`src/rtl/outgoing_response_buffer.sv`:
```
// Outgoing R-channel response buffer.
// Stores R beats from the ordering unit in a circular FIFO and presents them
// in arrival order to the AXI master, either cut-through or store-and-forward.
// Head fields are driven from stored state only, so there is no combinational
// path from the r_in side or from r_out_ready into the outputs.
module outgoing_response_buffer #(
    parameter int ID_WIDTH   = 8,
    parameter int DATA_WIDTH = 64,
    parameter int RESP_WIDTH = 2,
    parameter int DEPTH      = 16,
    parameter int STORE_FWD  = 1,
    localparam int CNT_W     = $clog2(DEPTH + 1)
) (
    input  logic                  clk,
    input  logic                  rst,
    // beats from the ordering unit
    input  logic                  r_in_valid,
    output logic                  r_in_ready,
    input  logic [ID_WIDTH-1:0]   r_in_id,
    input  logic [DATA_WIDTH-1:0] r_in_data,
    input  logic [RESP_WIDTH-1:0] r_in_resp,
    input  logic                  r_in_last,
    // beats to the AXI master
    output logic                  r_out_valid,
    input  logic                  r_out_ready,
    output logic [ID_WIDTH-1:0]   r_out_id,
    output logic [DATA_WIDTH-1:0] r_out_data,
    output logic [RESP_WIDTH-1:0] r_out_resp,
    output logic                  r_out_last,
    // status
    output logic [CNT_W-1:0]      occupancy,
    output logic [CNT_W-1:0]      bursts_pending
);

    localparam int PTR_W   = $clog2(DEPTH);
    localparam int ENTRY_W = ID_WIDTH + DATA_WIDTH + RESP_WIDTH + 1;

    logic [ENTRY_W-1:0] mem_q [DEPTH];

    logic [PTR_W-1:0] wr_ptr_q, wr_ptr_d;
    logic [PTR_W-1:0] rd_ptr_q, rd_ptr_d;
    logic [CNT_W-1:0] count_q, count_d;
    logic [CNT_W-1:0] bursts_q, bursts_d;

    logic               empty_s;
    logic               full_s;
    logic               push_s;
    logic               pop_s;
    logic               valid_s;
    logic [ENTRY_W-1:0] head_s;

    assign empty_s = (count_q == CNT_W'(0));
    assign full_s  = (count_q == CNT_W'(DEPTH));

    // Ready depends only on the registered count; a pop while full does not reopen it this cycle.
    assign r_in_ready = ~full_s;
    assign push_s     = r_in_valid & ~full_s;
    assign pop_s      = valid_s & r_out_ready;

    // Head entry, forced to zero while empty so stale storage never leaks out.
    always_comb begin
        head_s = '0;
        if (!empty_s) begin
            head_s = mem_q[rd_ptr_q];
        end else begin
            head_s = '0;
        end
    end

    // Release policy; the full term lets bursts longer than the buffer drain instead of deadlocking.
    always_comb begin
        valid_s = 1'b0;
        if (STORE_FWD != 0) begin
            valid_s = ~empty_s & ((bursts_q != CNT_W'(0)) | full_s);
        end else begin
            valid_s = ~empty_s;
        end
    end

    assign r_out_valid = valid_s;
    assign {r_out_id, r_out_data, r_out_resp, r_out_last} = head_s;
    assign occupancy      = count_q;
    assign bursts_pending = bursts_q;

    // Next-state for pointers, beat count and complete-burst count.
    always_comb begin
        wr_ptr_d = wr_ptr_q;
        rd_ptr_d = rd_ptr_q;
        count_d  = count_q;
        bursts_d = bursts_q;

        if (push_s) begin
            wr_ptr_d = (wr_ptr_q == PTR_W'(DEPTH - 1)) ? PTR_W'(0) : wr_ptr_q + PTR_W'(1);
        end else begin
            wr_ptr_d = wr_ptr_q;
        end

        if (pop_s) begin
            rd_ptr_d = (rd_ptr_q == PTR_W'(DEPTH - 1)) ? PTR_W'(0) : rd_ptr_q + PTR_W'(1);
        end else begin
            rd_ptr_d = rd_ptr_q;
        end

        case ({push_s, pop_s})
            2'b10:   count_d = count_q + CNT_W'(1);
            2'b01:   count_d = count_q - CNT_W'(1);
            default: count_d = count_q;
        endcase

        case ({push_s & r_in_last, pop_s & head_s[0]})
            2'b10:   bursts_d = bursts_q + CNT_W'(1);
            2'b01:   bursts_d = bursts_q - CNT_W'(1);
            default: bursts_d = bursts_q;
        endcase
    end

    // Control state; reset discards everything buffered, including partial bursts.
    always_ff @(posedge clk or posedge rst) begin
        if (rst) begin
            wr_ptr_q <= '0;
            rd_ptr_q <= '0;
            count_q  <= '0;
            bursts_q <= '0;
        end else begin
            wr_ptr_q <= wr_ptr_d;
            rd_ptr_q <= rd_ptr_d;
            count_q  <= count_d;
            bursts_q <= bursts_d;
        end
    end

    // Beat storage, deliberately not reset; the empty mask hides stale entries.
    always_ff @(posedge clk) begin
        if (push_s) begin
            mem_q[wr_ptr_q] <= {r_in_id, r_in_data, r_in_resp, r_in_last};
        end else begin
            mem_q[wr_ptr_q] <= mem_q[wr_ptr_q];
        end
    end

endmodule
```
`config.mk`:
```
export PLATFORM = sky130hd
export DESIGN_NAME = outgoing_response_buffer
export DESIGN_NICKNAME = d
export VERILOG_FILES = /design/src/rtl/outgoing_response_buffer.sv
export SDC_FILE = /design/constraint.sdc
export NUM_CORES = 1
export LEC_CHECK = 0
export ABC_AREA = 1
export ABC_CLOCK_PERIOD_IN_PS = 6900
export CAP_MARGIN = 20
export CORE_UTILIZATION = 55
export DETAILED_ROUTE_END_ITERATION = 8
export GPL_ROUTABILITY_DRIVEN = 0
export PLACE_DENSITY_LB_ADDON = 0.1
export SLEW_MARGIN = 10
export SYNTH_ARGS = -nofsm -noshare
export SYNTH_HDL_FRONTEND = slang
export SYNTH_SLANG_ARGS = --single-unit
```
`constraint.sdc`:
```
create_clock -name clk -period 6.9 [get_ports clk]
set_input_delay 1.38 -clock clk [delete_from_list [all_inputs] [get_ports clk]]
set_output_delay 1.38 -clock clk [all_outputs]
set_load 0.01 [all_outputs]
```
==> impl_metrics.py, run 1 <==
metrics = {
    "cts": {
        "clk_path_buf_depth": 3,
        "post_cts_buffers": 0,
        "numClockSinks": 1218,
        "cts_hold_buf": 0,
        "clkLatencyLatePin_ns": 0.74,
        "cts_tree": "built",
        "root_buffer": "clkbuf_16",
        "clk_pin_slew_ns": 0.05,
        "numCtsBuffers": 130,
        "cts_resized": 0,
        "h-tree-depth": 4,
    },
    "yosys": {
        "synth_top_family_by_area": "simple AND/OR/NAND/NOR gates",
        "ys_top_cells_by_area": "edfxtp_1 69%, nand2_1 13%, nand3_1 7.3%",
        "synth_flop_cell": "edfxtp_1",
        "synth_area_sq_um": 52000,
        "ys_seq_elements": 1218,
        "ys_warn_count": 0,
        "muxShareOfSynthArea": 0,
        "synth_most_common_cell": "nand2_1",
        "synth_area_leader_cell": "edfxtp_1",
        "yosys.area_share.adder": 0.00389,
        "synthSimpleGateAreaFrac": 0.209,
        "yosysUniqueCellTypes": 24,
        "netlist_instances": 4857,
        "synth_xor_area_frac": 0.00151,
        "async_flop_share": 0.0148,
        "postSynthAreaPerCell_sq_um": 10.7,
        "synth-edff-count": 1200,
        "syn_nets": 4951,
        "ys_top_cells_by_count": "1844 x nand2_1, 1200 x edfxtp_1, 761 x nand3_1, 624 x inv_1, 124 x buf_2",
        "synth_top_area_share": 0.692,
        "ys_seq_area_frac": 0.701,
        "synth_compound_area_frac": 0.00849,
    },
    "timing": {
        "fin_crit_ns": 5.85,
        "drv_slew": 0,
        "rsz0062_at_grt": "no",
        "slew_headroom": 0.117,
        "hold_viol_final": 0,
        "setup_tns_ns": 0,
        "tightest_slew_ns": 1.33,
        "fmax_mhz": 171,
        "finalCritPeriodShare": 0.847,
        "setup_viol": 0,
        "clock_skew_ns": 0.0226,
    },
    "setup_path": {
        "endpoint_kind": "output port",
        "cp_max_fo": 364,
        "crit_type": "flip-flop to output port",
        "start_kind": "flip-flop",
        "arrival_ns": 4.47,
        "cp.required_ns": 5.52,
    },
    "power": {
        "p_per_area_nw_per_um2": 416,
        "ir_worst_vdd_uv": 608,
        "leakage_uw": 0.0238,
    },
    "die": {
        "floorplan.core_area_sq_um": 93500,
        "die_w_um": 310,
        "die_h_um": 310,
        "rows": 112,
        "start_util": 0.557,
        "dieArea_sq_um": 95900,
        "io_pins": 166,
    },
    "grt": {
        "grt_pass1_wl_um": 194000,
        "first_global_vias": 32500,
        "overflow": 0,
        "grt_antenna_before_repair": 8,
        "grt_max_degree": 365,
        "grt_usage": 0.271,
    },
    "layout": {
        "drive_gt1_frac": 0.0476,
        "stdcell_area_sq_um": 58500,
        "final_nets": 5037,
        "area_growth_pct": 12.4,
    },
    "detailed_routing": {
        "via_count": 33900,
        "postRouteAntennaNets": 0,
        "wl_per_cell_um": 20.4,
        "drt_pass1_iterations": 6,
        "drc": 0,
        "routed_via_density": 5.39,
        "wl_um": 128000,
        "drtIter0Drc": 3388,
    },
    "status": {
        "status": "finished clean",
    },
    "placement": {
        "portBuffers": 165,
        "detailedPlacementHpwl_um": 57700,
        "placed_cell_area_sq_um": 54500,
    },
    "run": {
        "max-cap-violations": 0,
    },
    "worst_hold_path": {
        "hp-class": "flip-flop to flip-flop",
    },
}
## final timing paths
kind / start / to / slack (ns) / depth (start not counted)
setup / recovery: rd_ptr_q[0]$_DFFE_PP0P_ / r_out_data[35] / 1.05 / 8
hold / removal: occupancy[0]$_DFFE_PP0P_ / occupancy[0]$_DFFE_PP0P_ / 0.55 / 1
setup reg to reg: rd_ptr_q[0]$_DFFE_PP0P_ / bursts_pending[4]$_DFFE_PP0P_ / 2.51 / 17
hold reg to reg: occupancy[0]$_DFFE_PP0P_ / occupancy[0]$_DFFE_PP0P_ / 0.55 / 1
max in group asynchronous: rst / rd_ptr_q[3]$_DFFE_PP0P_ / 5.28 / 2
min in group asynchronous: rst / bursts_pending[2]$_DFFE_PP0P_ / 1.08 / 2
## final cells by class
cell class,count,area [sq um]
flip-flops and latches,1218,36500
fillers,7329,35000
multi-input cells,2751,11700
clock buffers,161,3500
inverters,629,2400
repair buffers,213,2310
well taps,1254,1570
clock inverters,68,445
diodes,5,12.5
## power by group
part / switching [uW] / internal (uW)
clock: 2780 / 3760
sequential: 285 / 8850
combinational: 5760 / 2890
total: 8830 / 15500
## sequential cells by signal (all words and copies together), names as in the netlist
signal and count:
wr_ptr_q 4, bursts_pending 5, rd_ptr_q 4, occupancy 5
mem_q 1200
## metal layers
metal  wire, um  track usage  vias up
met5         51            0        -
met4       3480       0.0923        8
met3       8740       0.0432      235
li1           -            -    16100
met1      54300        0.373    16400
met2      61600        0.442     1175
## critical path, stage by stage (launching register included)
cell	delay, ns
dfrtp_4	0.80
clkinv_16	0.63
buf_4	0.65
nand2_1	0.10
nand3_1	0.07
nand3_1	0.10
nand3_1	0.10
a21oi_1	0.26
clkdlybuf4s50_1	0.58
## cell usage in the layout (no fill, tap or decap), drive strengths merged
cell type      netlist  layout
inv                627     632
o22ai                1       1
clkbuf              42     161
diode                0       5
a21oi               79      79
or2                  1       1
clkinv               2      60
bufinv               0       5
nand2             1844    1844
ha                  13      13
xnor2                4       4
nor2                23      23
edfxtp            1200    1200
nand4                9       9
clkdlybuf4s50        0     165
dfrtp               18      18
o21ai                8       8
buf                217      48
xor2                 5       5
nor3                 1       1
nand3              761     761
fa                   2       2
## cell families after synthesis
logic type,count (synthesis)
AOI/OAI and AO/OA,88
adders and majority gates,15
buffers and inverters,888
and+or+nand+nor,2639
xor gates and xnor gates,9
DFF,1218
## per-stage QoR
step	utilization	hold slack [ns]	std cells	setup slack [ns]	power, uW
global route	0.626	0.555	6297	0.934	25600
finish	0.626	0.545	6299	1.05	24300
global placement	0.583	0.530	6064	1.94	17900
CTS	0.625	0.546	6294	1.17	24500
floorplan	-	0.544	4857	1.51	14900
detailed placement	0.583	0.517	6065	1.95	17900
(Power assumes the default switching activity.)
==> run 2: changes to the inputs <==
- ABC_CLOCK_PERIOD_IN_PS: 6900 -> 5860
- clock period: 6.9 -> 5.86 ns (I/O delays scaled with it)
==> run 2 against run 1 <==
Against the previous run:
- flip-flop and latch count stayed put
- final area rose by 0.24%
- setup slack worse by 0.63 ns
- register-to-register slack worse by 0.61 ns
- critical path depth unchanged
- first-iteration DRC count decreased by 6.9%
- via count shrank 0.48%
- combinational power increased by 17%
- clock skew about the same
- global-route usage shrank 0.27 points
- sequential share of layout area shrank 0.15 points
- power up 18%
- largest cell class unchanged
==> impl_metrics.py, run 2 (synthesis results as in run 1) <==
metrics = {
    "detailed_routing": {
        "routed_via_density": 5.35,
        "drc": 0,
        "drt_pass1_iterations": 5,
        "wl_um": 127000,
        "postRouteAntennaNets": 0,
        "via_count": 33800,
        "drtIter0Drc": 3154,
        "wl_per_cell_um": 20.1,
    },
    "power": {
        "p_sw_uw": 10300,
        "power_frac_comb": 0.352,
        "power.total_uw": 28700,
        "pwr-share-seq": 0.378,
        "leakage_uw": 0.0240,
        "clkPwrFrac": 0.270,
        "ir_worst_vdd_uv": 649,
        "p_per_area_nw_per_um2": 490,
        "netSwitchingFraction": 0.360,
        "p_int_uw": 18400,
    },
    "layout": {
        "fill_cells": 7370,
        "top_register": "mem_q",
        "mostFrequentLayoutCell": "nand2_1",
        "largest_reg_flops": 1200,
        "area_growth_pct": 12.6,
        "final_cell_mix": "1844 x nand2_1, 1200 x edfxtp_1, 761 x nand3_1, 624 x inv_1, 165 x clkdlybuf4s50_1",
        "final_nets": 5065,
        "regArea_sq_um": 36500,
        "multiInputGateArea_sq_um": 11700,
        "drive_gt1_frac": 0.0532,
        "fin_util": 0.627,
    },
    "timing": {
        "finalCritPeriodShare": 0.928,
        "slew_headroom": 0.167,
        "setup_viol": 0,
        "setup_tns_ns": 0,
        "rsz0062_at_grt": "no",
        "tightest_slew_ns": 1.25,
        "fin_crit_ns": 5.44,
        "drv_slew": 0,
        "fmax_mhz": 184,
        "hold_viol_final": 0,
        "clock_skew_ns": 0.0227,
    },
    "cts": {
        "root_buffer": "clkbuf_16",
        "numClockSinks": 1218,
        "clk_pin_slew_ns": 0.06,
        "cts_tree": "built",
        "post_cts_buffers": 0,
        "cts_hold_buf": 0,
        "clk_path_buf_depth": 3,
        "clkLatencyLatePin_ns": 0.72,
        "numCtsBuffers": 132,
        "cts_resized": 0,
        "h-tree-depth": 4,
    },
    "placement": {
        "detailedPlacementHpwl_um": 61800,
        "portBuffers": 165,
    },
    "grt": {
        "grt_max_degree": 274,
        "grt_usage": 0.269,
        "grt_pass1_wl_um": 192000,
        "grt_antenna_before_repair": 8,
        "overflow": 0,
        "first_global_vias": 32400,
    },
    "run": {
        "max-cap-violations": 0,
    },
    "die": {
        "die_h_um": 310,
        "rows": 112,
        "die_w_um": 310,
        "dieArea_sq_um": 95900,
        "start_util": 0.557,
        "floorplan.core_area_sq_um": 93500,
        "io_pins": 166,
    },
    "worst_hold_path": {
        "hp-class": "flip-flop to flip-flop",
    },
    "setup_path": {
        "crit_type": "flip-flop to output port",
        "cp.required_ns": 4.69,
        "start_kind": "flip-flop",
        "endpoint_kind": "output port",
        "arrival_ns": 4.27,
        "r2r_slack_ns": 1.90,
        "cp_max_fo": 273,
    },
    "status": {
        "status": "finished clean",
    },
}
## run 2: changes by cell type in the layout (fill, tap and decap cells not counted), sizes merged
cell      delta
diode        -1
clkbuf       +2
buf         +26
bufinv       +2
clkinvlp     +2
clkinv      -15
## run 2: final cells by class
class / count / area share
Antenna cell: 4 / 0.000171
Inverter: 629 / 0.0410
Sequential cell: 1218 / 0.623
Timing Repair Buffer: 239 / 0.0411
Tap cell: 1254 / 0.0268
Clock buffer: 163 / 0.0603
Multi-Input combinational cell: 2751 / 0.200
Clock inverter: 57 / 0.00762
## run 2: metrics by stage
| stage | cell area (sq um) | hold WS (ns) | setup WS [ns] | std cells |
|---|---|---|---|---|
| after CTS | 58600 | 0.544 | 0.413 | 6311 |
| after global placement | 54600 | 0.529 | 1.16 | 6090 |
| after floorplan | 52000 | 0.544 | 0.682 | 4857 |
| after detailed placement | 54600 | 0.523 | 1.21 | 6091 |
| final | 58600 | 0.538 | 0.422 | 6315 |
| after global routing | 58600 | 0.563 | 0.223 | 6313 |
## run 2: worst max-delay path, cell delays in order, from the launching register on
cell and delay, ns:
dfrtp_4 0.81, clkinv_16 0.67, buf_4 0.49, nand2_1 0.09
nand3_1 0.06, nand3_1 0.12, nand3_1 0.09, a21oi_1 0.47
clkdlybuf4s50_1 0.63
## run 2: routing by layer
| metal | share of wire | GRT usage | vias to the layer above |
|---|---|---|---|
| li1 | - | - | 16100 |
| met1 | 0.43 | 0.368 | 16200 |
| met3 | 0.073 | 0.0505 | 219 |
| met5 | 0.00051 | 0 | - |
| met4 | 0.023 | 0.0756 | 10 |
| met2 | 0.48 | 0.441 | 1172 |
## run 2: final timing paths
| kind | startpoint | end | depth (start not counted) |
|---|---|---|---|
| min reg2reg | bursts_pending[3]$_DFFE_PP0P_ | bursts_pending[3]$_DFFE_PP0P_ | 2 |
| max in group asynchronous | rst | rd_ptr_q[0]$_DFFE_PP0P_ | 2 |
| min in group asynchronous | rst | rd_ptr_q[2]$_DFFE_PP0P_ | 2 |
| max reg2reg | occupancy[0]$_DFFE_PP0P_ | occupancy[3]$_DFFE_PP0P_ | 14 |
| min | bursts_pending[3]$_DFFE_PP0P_ | bursts_pending[3]$_DFFE_PP0P_ | 2 |
| max | rd_ptr_q[0]$_DFFE_PP0P_ | r_out_data[4] | 8 |
## run 2: power groups by stage
stage                     combinational, uW  sequential (uW)  clock [uW]
after floorplan                        6660            10900           0
after global placement                10000            11000           0
after detailed placement              10100            11000           0
after CTS                             10200            10800        7880
after global routing                  11200            10900        8190
final                                 10100            10800        7760
